$ cat config.mk
export PLATFORM = sky130hd
export DESIGN_NAME = div_unit_r32i
export DESIGN_NICKNAME = d
export VERILOG_FILES = /design/src/rtl/div_pkg_r32i.sv /design/src/rtl/divstep_r32i.sv /design/src/rtl/div_unit_r32i.sv
export SDC_FILE = /design/constraint.sdc
export NUM_CORES = 1
export LEC_CHECK = 0
export BUFFER_PORTS_ARGS = -buffer_cell sky130_fd_sc_hd__buf_2
export CORE_ASPECT_RATIO = 1.75
export CORE_MARGIN = 10
export CORE_UTILIZATION = 50
export CTS_CLUSTER_SIZE = 8
export DETAILED_ROUTE_END_ITERATION = 12
export HOLD_SLACK_MARGIN = 0.03
export PLACE_DENSITY = 0.69
export SLEW_MARGIN = 20
export SYNTH_ARGS = -nofsm -noshare
export SYNTH_HDL_FRONTEND = slang
export SYNTH_SLANG_ARGS = --single-unit
$ cat constraint.sdc
create_clock -name clock -period 3.45 [get_ports clock]
set_input_delay 0.1725 -clock clock [delete_from_list [all_inputs] [get_ports clock]]
set_output_delay 0.1725 -clock clock [all_outputs]
set_load 0.03 [all_outputs]
$ cat src/rtl/div_pkg_r32i.sv
// Shared codes for the integer datapath: ALU op codes, divider op codes and divider FSM states.
package div_pkg_r32i;

  typedef enum logic [3:0] {
    ALU_ADD  = 4'd0,
    ALU_SUB  = 4'd1,
    ALU_AND  = 4'd2,
    ALU_OR   = 4'd3,
    ALU_XOR  = 4'd4,
    ALU_SLL  = 4'd5,
    ALU_SRL  = 4'd6,
    ALU_SRA  = 4'd7,
    ALU_SLT  = 4'd8,
    ALU_SLTU = 4'd9
  } alu_op_e;

  typedef enum logic [1:0] {
    OP_DIV  = 2'b00,
    OP_DIVU = 2'b01,
    OP_REM  = 2'b10,
    OP_REMU = 2'b11
  } div_op_e;

  // ST_EARLY is only reachable when the early-out build option is enabled.
  typedef enum logic [1:0] {
    ST_IDLE  = 2'd0,
    ST_BUSY  = 2'd1,
    ST_DONE  = 2'd2,
    ST_EARLY = 2'd3
  } div_state_e;

  function automatic logic op_is_signed(input div_op_e o);
    return (o == OP_DIV) || (o == OP_REM);
  endfunction

  function automatic logic op_is_rem(input div_op_e o);
    return (o == OP_REM) || (o == OP_REMU);
  endfunction

endpackage

$ cat src/rtl/divstep_r32i.sv
// One restoring-division iteration: shift the dividend MSB into the remainder, trial-subtract the divisor.
module divstep_r32i #(
  parameter int dataW = 32
) (
  input  logic [dataW-1:0] rem_i,
  input  logic [dataW-1:0] quo_i,
  input  logic [dataW-1:0] dvsr_i,
  output logic [dataW-1:0] rem_o,
  output logic [dataW-1:0] quo_o
);

  logic [dataW:0] rem_sh;

  always_comb begin
    rem_sh = {rem_i, quo_i[dataW-1]};
    // When the subtraction succeeds the true difference is below 2^dataW, so the low bits are exact.
    if (rem_sh >= {1'b0, dvsr_i}) begin
      rem_o = rem_sh[dataW-1:0] - dvsr_i;
      quo_o = {quo_i[dataW-2:0], 1'b1};
    end else begin
      rem_o = rem_sh[dataW-1:0];
      quo_o = {quo_i[dataW-2:0], 1'b0};
    end
  end

endmodule

$ cat src/rtl/div_unit_r32i.sv
// Iterative signed/unsigned divider (DIV/DIVU/REM/REMU), one restoring step per BUSY cycle.
// Build option DIV_EARLY_OUT_EN: finish divide-by-zero and signed overflow without the BUSY phase.
module div_unit_r32i
  import div_pkg_r32i::*;
#(
  parameter int dataW = 32
) (
  input  logic             clock,
  input  logic             reset,
  input  logic             start,
  input  logic [1:0]       op,
  input  logic [dataW-1:0] A,
  input  logic [dataW-1:0] B,
  output logic             busy,
  output logic             done,
  output logic [dataW-1:0] result
);

  localparam int CntW = $clog2(dataW + 1);
  localparam logic [CntW-1:0]  STEPS   = CntW'(dataW);
  localparam logic [dataW-1:0] MIN_NEG = {1'b1, {(dataW-1){1'b0}}};

  div_state_e       state_q;
  div_op_e          op_q;
  logic [dataW-1:0] dvsr_q, rem_q, quo_q, spec_res_q, result_q;
  logic [CntW-1:0]  cnt_q;
  logic             neg_quo_q, neg_rem_q, special_q, busy_q, done_q;

  div_op_e          op_in;
  logic             sgn_in, a_neg, b_neg, dz_in, ovf_in;
  logic [dataW-1:0] a_mag, b_mag, spec_res_in;
  logic [dataW-1:0] rem_d, quo_d, quo_fix, rem_fix, final_res;

  always_comb begin
    op_in  = div_op_e'(op);
    sgn_in = op_is_signed(op_in);
    a_neg  = sgn_in & A[dataW-1];
    b_neg  = sgn_in & B[dataW-1];
    a_mag  = a_neg ? -A : A;
    b_mag  = b_neg ? -B : B;
    dz_in  = (B == '0);
    ovf_in = sgn_in && (A == MIN_NEG) && (B == '1);
    if (dz_in) spec_res_in = op_is_rem(op_in) ? A : '1;
    else       spec_res_in = op_is_rem(op_in) ? '0 : MIN_NEG;
  end

  divstep_r32i #(.dataW(dataW)) u_step (
    .rem_i (rem_q),
    .quo_i (quo_q),
    .dvsr_i(dvsr_q),
    .rem_o (rem_d),
    .quo_o (quo_d)
  );

  always_comb begin
    quo_fix   = neg_quo_q ? -quo_q : quo_q;
    rem_fix   = neg_rem_q ? -rem_q : rem_q;
    final_res = special_q ? spec_res_q : (op_is_rem(op_q) ? rem_fix : quo_fix);
  end

  always_ff @(posedge clock) begin
    if (reset) begin
      state_q    <= ST_IDLE;
      op_q       <= OP_DIV;
      dvsr_q     <= '0;
      rem_q      <= '0;
      quo_q      <= '0;
      spec_res_q <= '0;
      result_q   <= '0;
      cnt_q      <= '0;
      neg_quo_q  <= 1'b0;
      neg_rem_q  <= 1'b0;
      special_q  <= 1'b0;
      busy_q     <= 1'b0;
      done_q     <= 1'b0;
    end else begin
      case (state_q)
        ST_IDLE: begin
          if (start) begin
            op_q       <= op_in;
            dvsr_q     <= b_mag;
            rem_q      <= '0;
            quo_q      <= a_mag;
            cnt_q      <= STEPS;
            neg_quo_q  <= a_neg ^ b_neg;
            neg_rem_q  <= a_neg;
            special_q  <= dz_in | ovf_in;
            spec_res_q <= spec_res_in;
`ifdef DIV_EARLY_OUT_EN
            if (dz_in || ovf_in) begin
              state_q <= ST_EARLY;
            end else begin
              state_q <= ST_BUSY;
              busy_q  <= 1'b1;
            end
`else
            state_q <= ST_BUSY;
            busy_q  <= 1'b1;
`endif
          end
        end
        ST_BUSY: begin
          if (cnt_q != '0) begin
            rem_q <= rem_d;
            quo_q <= quo_d;
            cnt_q <= cnt_q - 1'b1;
          end else begin
            // All steps done; this cycle applies the sign fix-up and special-case override.
            result_q <= final_res;
            busy_q   <= 1'b0;
            done_q   <= 1'b1;
            state_q  <= ST_DONE;
          end
        end
        ST_EARLY: begin
          result_q <= spec_res_q;
          done_q   <= 1'b1;
          state_q  <= ST_DONE;
        end
        ST_DONE: begin
          done_q  <= 1'b0;
          state_q <= ST_IDLE;
        end
        default: begin
          busy_q  <= 1'b0;
          done_q  <= 1'b0;
          state_q <= ST_IDLE;
        end
      endcase
    end
  end

  assign busy   = busy_q;
  assign done   = done_q;
  assign result = result_q;

endmodule
After elaboration in Yosys (flattened, before gate mapping)
Index checks and enable logic that the tools add are counted.
{ "totals": {"register_bits": 175, "inputBits": 69, "out_inout_bits": 34, "word_cells": 84} }
{ "classes": {"n_addsub": 6, "order_cmp": 1, "n_eq_ne": 12, "n_mux": 30, "bitwise": 4, "n_reduce_logical": 18} }
{ "op_table": {"columns": ["op", "count"], "rows": [
  ["2-to-1 mux 32 bit", 15],
  ["one-hot mux 32 bit (2 select lines)", 3],
  ["negator 32 bit", 4],
  ["== test 32 bit (second input constant)", 2],
  ["greater-or-equal comparator 33 x 32 -> 1 bit", 1],
  ["zero test 32 bit", 1],
  ["subtractor 32 bit", 1],
  ["== test 2 bit (second input constant)", 6],
  ["2-to-1 mux 6 bit", 2],
  ["one-hot mux 6 bit (2 select lines)", 1],
  ["one-hot mux 2 bit (4 select lines)", 1],
  ["AND reduction 2 bit", 4],
  ["inequality test 2 bit (second input constant)", 3],
  ["AND reduction 3 bit", 2],
  ["nonzero test 6 bit", 1],
  ["subtractor 6 x 1 -> 6 bit (second input constant)", 1],
  ["zero test 2 bit", 2],
  ["2-to-1 mux 1 bit", 4],
  ["2-to-1 mux 2 bit", 2],
  ["nonzero test 2 bit", 2],
  ["logical OR 1 bit", 3],
  ["one-hot mux 1 bit (3 select lines)", 1],
  ["nonzero test 3 bit", 1],
  ["bitwise AND 1 bit", 2],
  ["other kinds (5)", 6]
]} }

Depth between registers and ports, before layout
{ "logic_depth": {"ltp_word": 6, "ltp_mapped": 13, "ltp_nobuf": 13} }

Modules after synthesis
Synthesis repeated with hierarchy kept, for this count alone.
{ "unflattened": {"cells_unflattened": 1572, "area_unflattened_um2": 12278.0} }
{ "modules_own_cells": {"columns": ["module", "instances", "cells_each", "area_each_um2", "seq_area_each_um2"], "rows": [
  ["div_unit_r32i", 1, 1218, 9714.3, 3483.3],
  ["divstep_r32i", 1, 354, 2563.7, 0.0]
]} }

Least setup slack after synthesis
OpenSTA, ideal clock, no wires.
{ "synth_path": {"kind": "flip-flop to flip-flop", "start": "reg rem_q[7]", "end": "reg rem_q[31]", "setup_ps": 122, "arrival_time_ps": 2763, "required_time_ps": 3328, "setup_slack_ps": 565, "stages_incl_launch_ff": 12, "path_buffers": 2, "period_less_slack_ps": 2885, "path_cell_list": "dfxtp_1 > ha_1 > clkbuf_1 > nand3_1 > a21oi_1 > a2111oi_2 > o21ai_0 > nand3_1 > a21oi_1 > clkbuf_1 > o21ai_0 > a221o_1"} }
{ "synth_via": {"elab_chain_cells": 4, "word_cells_on_any_way": 5, "classes_between": "add/sub: 1; order compare: 1; mux: 3"} }
{ "synth_rtl": {"columns": ["item", "line_no", "text"], "rows": [
  ["start, declared", "div_unit_r32i.sv:25", "logic [dataW-1:0] dvsr_q, rem_q, quo_q, spec_res_q, result_q;"],
  ["start signal, assigned", "div_unit_r32i.sv:104", "rem_q <= rem_d;"],
  ["subtractor 32 bit or greater-or-equal comparator 33 x 32 -> 1 bit (tied branches)", "divstep_r32i.sv:18, divstep_r32i.sv:17", null],
  ["2-to-1 mux 32 bit (*)", "divstep_r32i.sv:17", "if (rem_sh >= {1'b0, dvsr_i}) begin"],
  ["2-to-1 mux 32 bit (*)", "div_unit_r32i.sv:103", "if (cnt_q != '0) begin"],
  ["one-hot mux 32 bit (2 select lines) (*)", "div_unit_r32i.sv:77", "case (state_q)"]
]} }
Every way passes the cells marked *; elsewhere a longest branch is shown, timed or not. The select of a mux whose other input is x is not followed.
A chain may end at the register's enable or synchronous reset.

Final worst setup path
{ "layout_path": {"start": "reg rem_q[2]", "end": "reg result_q[27] (netlist: result[27])"} }
{ "layout_via": {"elab_chain_cells": 6} }
{ "layout_rtl": {"columns": ["item", "line_no", "text"], "rows": [
  ["negator 32 bit", "div_unit_r32i.sv:57", "rem_fix = neg_rem_q ? -rem_q : rem_q;"],
  ["2-to-1 mux 32 bit", "div_unit_r32i.sv:57", null],
  ["2-to-1 mux 32 bit (2 in a row)", "div_unit_r32i.sv:58", "final_res = special_q ? spec_res_q : (op_is_rem(op_q) ? rem_fix : quo_fix);"],
  ["2-to-1 mux 32 bit", "div_unit_r32i.sv:103", null],
  ["one-hot mux 32 bit (2 select lines)", "div_unit_r32i.sv:77", null],
  ["end signal, assigned", "div_unit_r32i.sv:109", "result_q <= final_res;"],
  ["end signal, assigned", "div_unit_r32i.sv:116", "result_q <= spec_res_q;"],
  ["end, declared", "div_unit_r32i.sv:25", null]
]} }
Every way passes these cells. The select of a mux whose other input is x is not followed.

==> flow_summary.ini <==
[routing]
wirelength_um = 38300
via_count = 11500
drc = 0
drtPass1Iterations = 5
drt_iter0_drc = 796
viasPerCell = 5.95
wl_per_cell_um = 19.8
detail-route-antenna-nets = 0

[yosys]
synth-seq-cells = 174
syn-num-nets = 1656
yosys.cell_types.count = 62
yosys_warnings = 0
avgSynthCellArea_um2 = 7.53
synth_enable_flop_cells = 0
async_reset_ff_share_pct = 0
synthFlopType = dfxtp_1
synth_area_mm2 = 0.0116
synthCells = 1547
synth.yosys.seq_area_share_pct = 29.9

[floorplan]
top_level_ports = 103
core-area_mm2 = 0.0228
die_h_um = 222
start_util_pct = 51.0
fp-row-count = 73
die-area_mm2 = 0.0300
die_w_um = 135

[hold_path]
min_path_type = primary input to flip-flop

[clocking]
clk_latency_ps = 460
clock-sinks = 174
cts_max_path_buffers = 2
cts-root-buf = clkbuf_16
cts_setup_buffers = 0
path_clk_slew_ps = 70
htree_levels = 4
cts_tree = done
numCtsBuffers = 17

[sta]
worst_slew_pin_slew_ps = 901
hold_viol_final = 0
slew-limit-headroom_pct = 39.6
fin_crit_sh_pct = 95.0
setup_violations = 0
rsz0062_at_grt = no
slew_viol_final = 0
max_freq_mhz = 305
finalSetupTns_ps = 0
final.setup_skew_ps = 12.5
min_period_ps = 3280

[layout]
fin_nets = 1731
area_growth_pct = 13.5
utilization_pct = 57.9
antenna_cells = 0
drive_gt1_share_pct = 12.1

[critical_path]
worst-setup-path-type = flip-flop to flip-flop
cp-end-kind = flip-flop
worst-endpoint-required_ps = 3770
critPathLaunchType = flip-flop
crit_arrival_ps = 3600
critPathMaxFanout = 8
cpPeakStageDelay_ps = 630
crit_path_cell_trace = or4_1 > nor4_1 > nand3_1 > or2_2 > o31a_1 > o2111ai_1 > a21oi_1 > a211oi_1 > nor3_2
critPathSlowestCell = or4_1

[global_routing]
track_usage_pct = 25.4
grt_pass1_vias = 11500
grt_overflow_total = 0
antenna_found_initial = 0
grt_pass1_wl_um = 60700
grt_max_degree = 68

[placement]
dp_hpwl_um = 29000
gp_congestion = 0.941
io_buffers = 102

[flow_run]
drv_cap = 0

[status]
status = finished clean

[power_and_ir_drop]
p_per_area_mw_per_mm2 = 481
ir_worst_vdd_mv = 0.326
leakage_nw = 5.17
-- metal layers --
layer  track usage, %  wire length (um)  share of wire [%]
met1             25.7             14100                 37
met5                0                 0                  0
met3             3.90              1240                3.2
met2             45.5             20200                 53
met4             18.2              2750                7.2
-- cells in the mapped netlist (4+ instances only) --
cell type / number / area, um2
dfxtp_1: 174 / 3480
xor2_1: 69 / 604
nand2_1: 171 / 642
o2111ai_1: 4 / 35.0
or3_1: 23 / 144
or4_1: 11 / 82.6
clkbuf_1: 85 / 319
buf_1: 10 / 37.5
o31a_1: 5 / 43.8
inv_1: 51 / 191
o31ai_1: 32 / 240
nand4_1: 17 / 106
a21oi_1: 109 / 546
nor4_1: 11 / 68.8
o41ai_1: 18 / 158
nor3_1: 37 / 185
a211oi_1: 72 / 541
a22o_1: 4 / 35.0
or2_2: 9 / 56.3
nor2_1: 160 / 601
mux2i_1: 22 / 220
a31oi_1: 15 / 93.8
a221oi_1: 4 / 35.0
ha_1: 39 / 488
a311oi_1: 15 / 131
nand2b_1: 13 / 81.3
nand3b_1: 5 / 37.5
o211ai_1: 32 / 240
a21o_1: 17 / 128
o21a_1: 9 / 67.6
xnor2_1: 69 / 604
and2_1: 6 / 37.5
nor2b_1: 45 / 282
nand3_1: 26 / 130
o21ai_0: 115 / 576
buf_2: 4 / 20.0
-- cell families (layout without fill, tap and decap cells) --
logic type	count (synthesis)	in the layout	share of synthesized area [%]
flip-flops	174	174	29.9
AO/OA/AOI/OAI	471	472	26.2
AND/OR/NAND/NOR	551	551	22.3
XOR/XNOR	138	138	10.4
adder cells (fa/ha/maj)	40	40	4.36
buffers and inverters	151	238	4.98
multiplexers	22	22	1.89
-- final cells by class --
type | instances | area [um2]
fill | 2188 | 9620
clock inverter | 11 | 110
inverter | 51 | 191
timing repair buffer | 155 | 963
clock buffer | 21 | 450
multi-input combinational | 1223 | 7640
sequential | 174 | 3480
tap | 300 | 375
-- sequential cells by signal, indices dropped and copies added (netlist names) --
register,cells
neg_quo_q,1
result,32
dvsr_q,32
op_q,1
quo_q,32
busy,1
done,1
state_q,2
spec_res_q,32
neg_rem_q,1
rem_q,32
cnt_q,6
special_q,1
-- critical path, delay by kind of cell (launching register included) --
family	cells	cell delay (ps)
flip-flops	1	390
AO/OA/AOI/OAI	4	840
AND/OR/NAND/NOR	5	1920
-- path summary, 6_finish.rpt --
path                   start              to  slack (ps)  depth (start not counted)
setup reg to reg    rem_q[2]      result[27]         170                          9
hold reg to reg   dvsr_q[29]      dvsr_q[29]         460                          2
hold / removal         A[24]  spec_res_q[24]          40                          3
setup / recovery    rem_q[2]      result[27]         170                          9
-- through the flow --
stage / hold WS (ps) / instances / worst slack [ps] / cell area [um2] / power (W)
floorplan: 308 / 1547 / 565 / 11600 / 0.00384
global placement: 434 / 1891 / 314 / 12500 / 0.00444
detailed placement: 443 / 1891 / 266 / 12500 / 0.00446
CTS: 30.0 / 1934 / 245 / 13200 / 0.00636
global route: 50.5 / 1935 / 70.0 / 13200 / 0.00669
finish: 40.3 / 1935 / 172 / 13200 / 0.00635
-- what timing repair did --
action,4_1_cts,5_1_grt
endpoints found under the setup margin,0,10
hold buffers,11,0
hold endpoints to repair,11,0
gates resized for setup,0,2
-- where the power goes --
| part | internal, W | switching [W] | total (W) |
|---|---|---|---|
| clock | 0.00102 | 0.000884 | 0.00190 |
| combinational | 0.000731 | 0.00131 | 0.00204 |
| sequential | 0.00220 | 0.000205 | 0.00241 |
| total | 0.00395 | 0.00240 | 0.00635 |
-- cell usage in the layout, fill, tap and decap left out, types with 37 or more instances in the layout --
cell      count
nor2_1      158
xnor2_1      69
o21ai_0     114
a211oi_1     72
nor2b_1      44
ha_1         39
inv_1        51
xor2_1       69
a21oi_1     106
buf_4        41
nand2_1     171
nor3_1       37
buf_2       101
dfxtp_1     173
No activity file was read; power rests on OpenSTA's default activity.
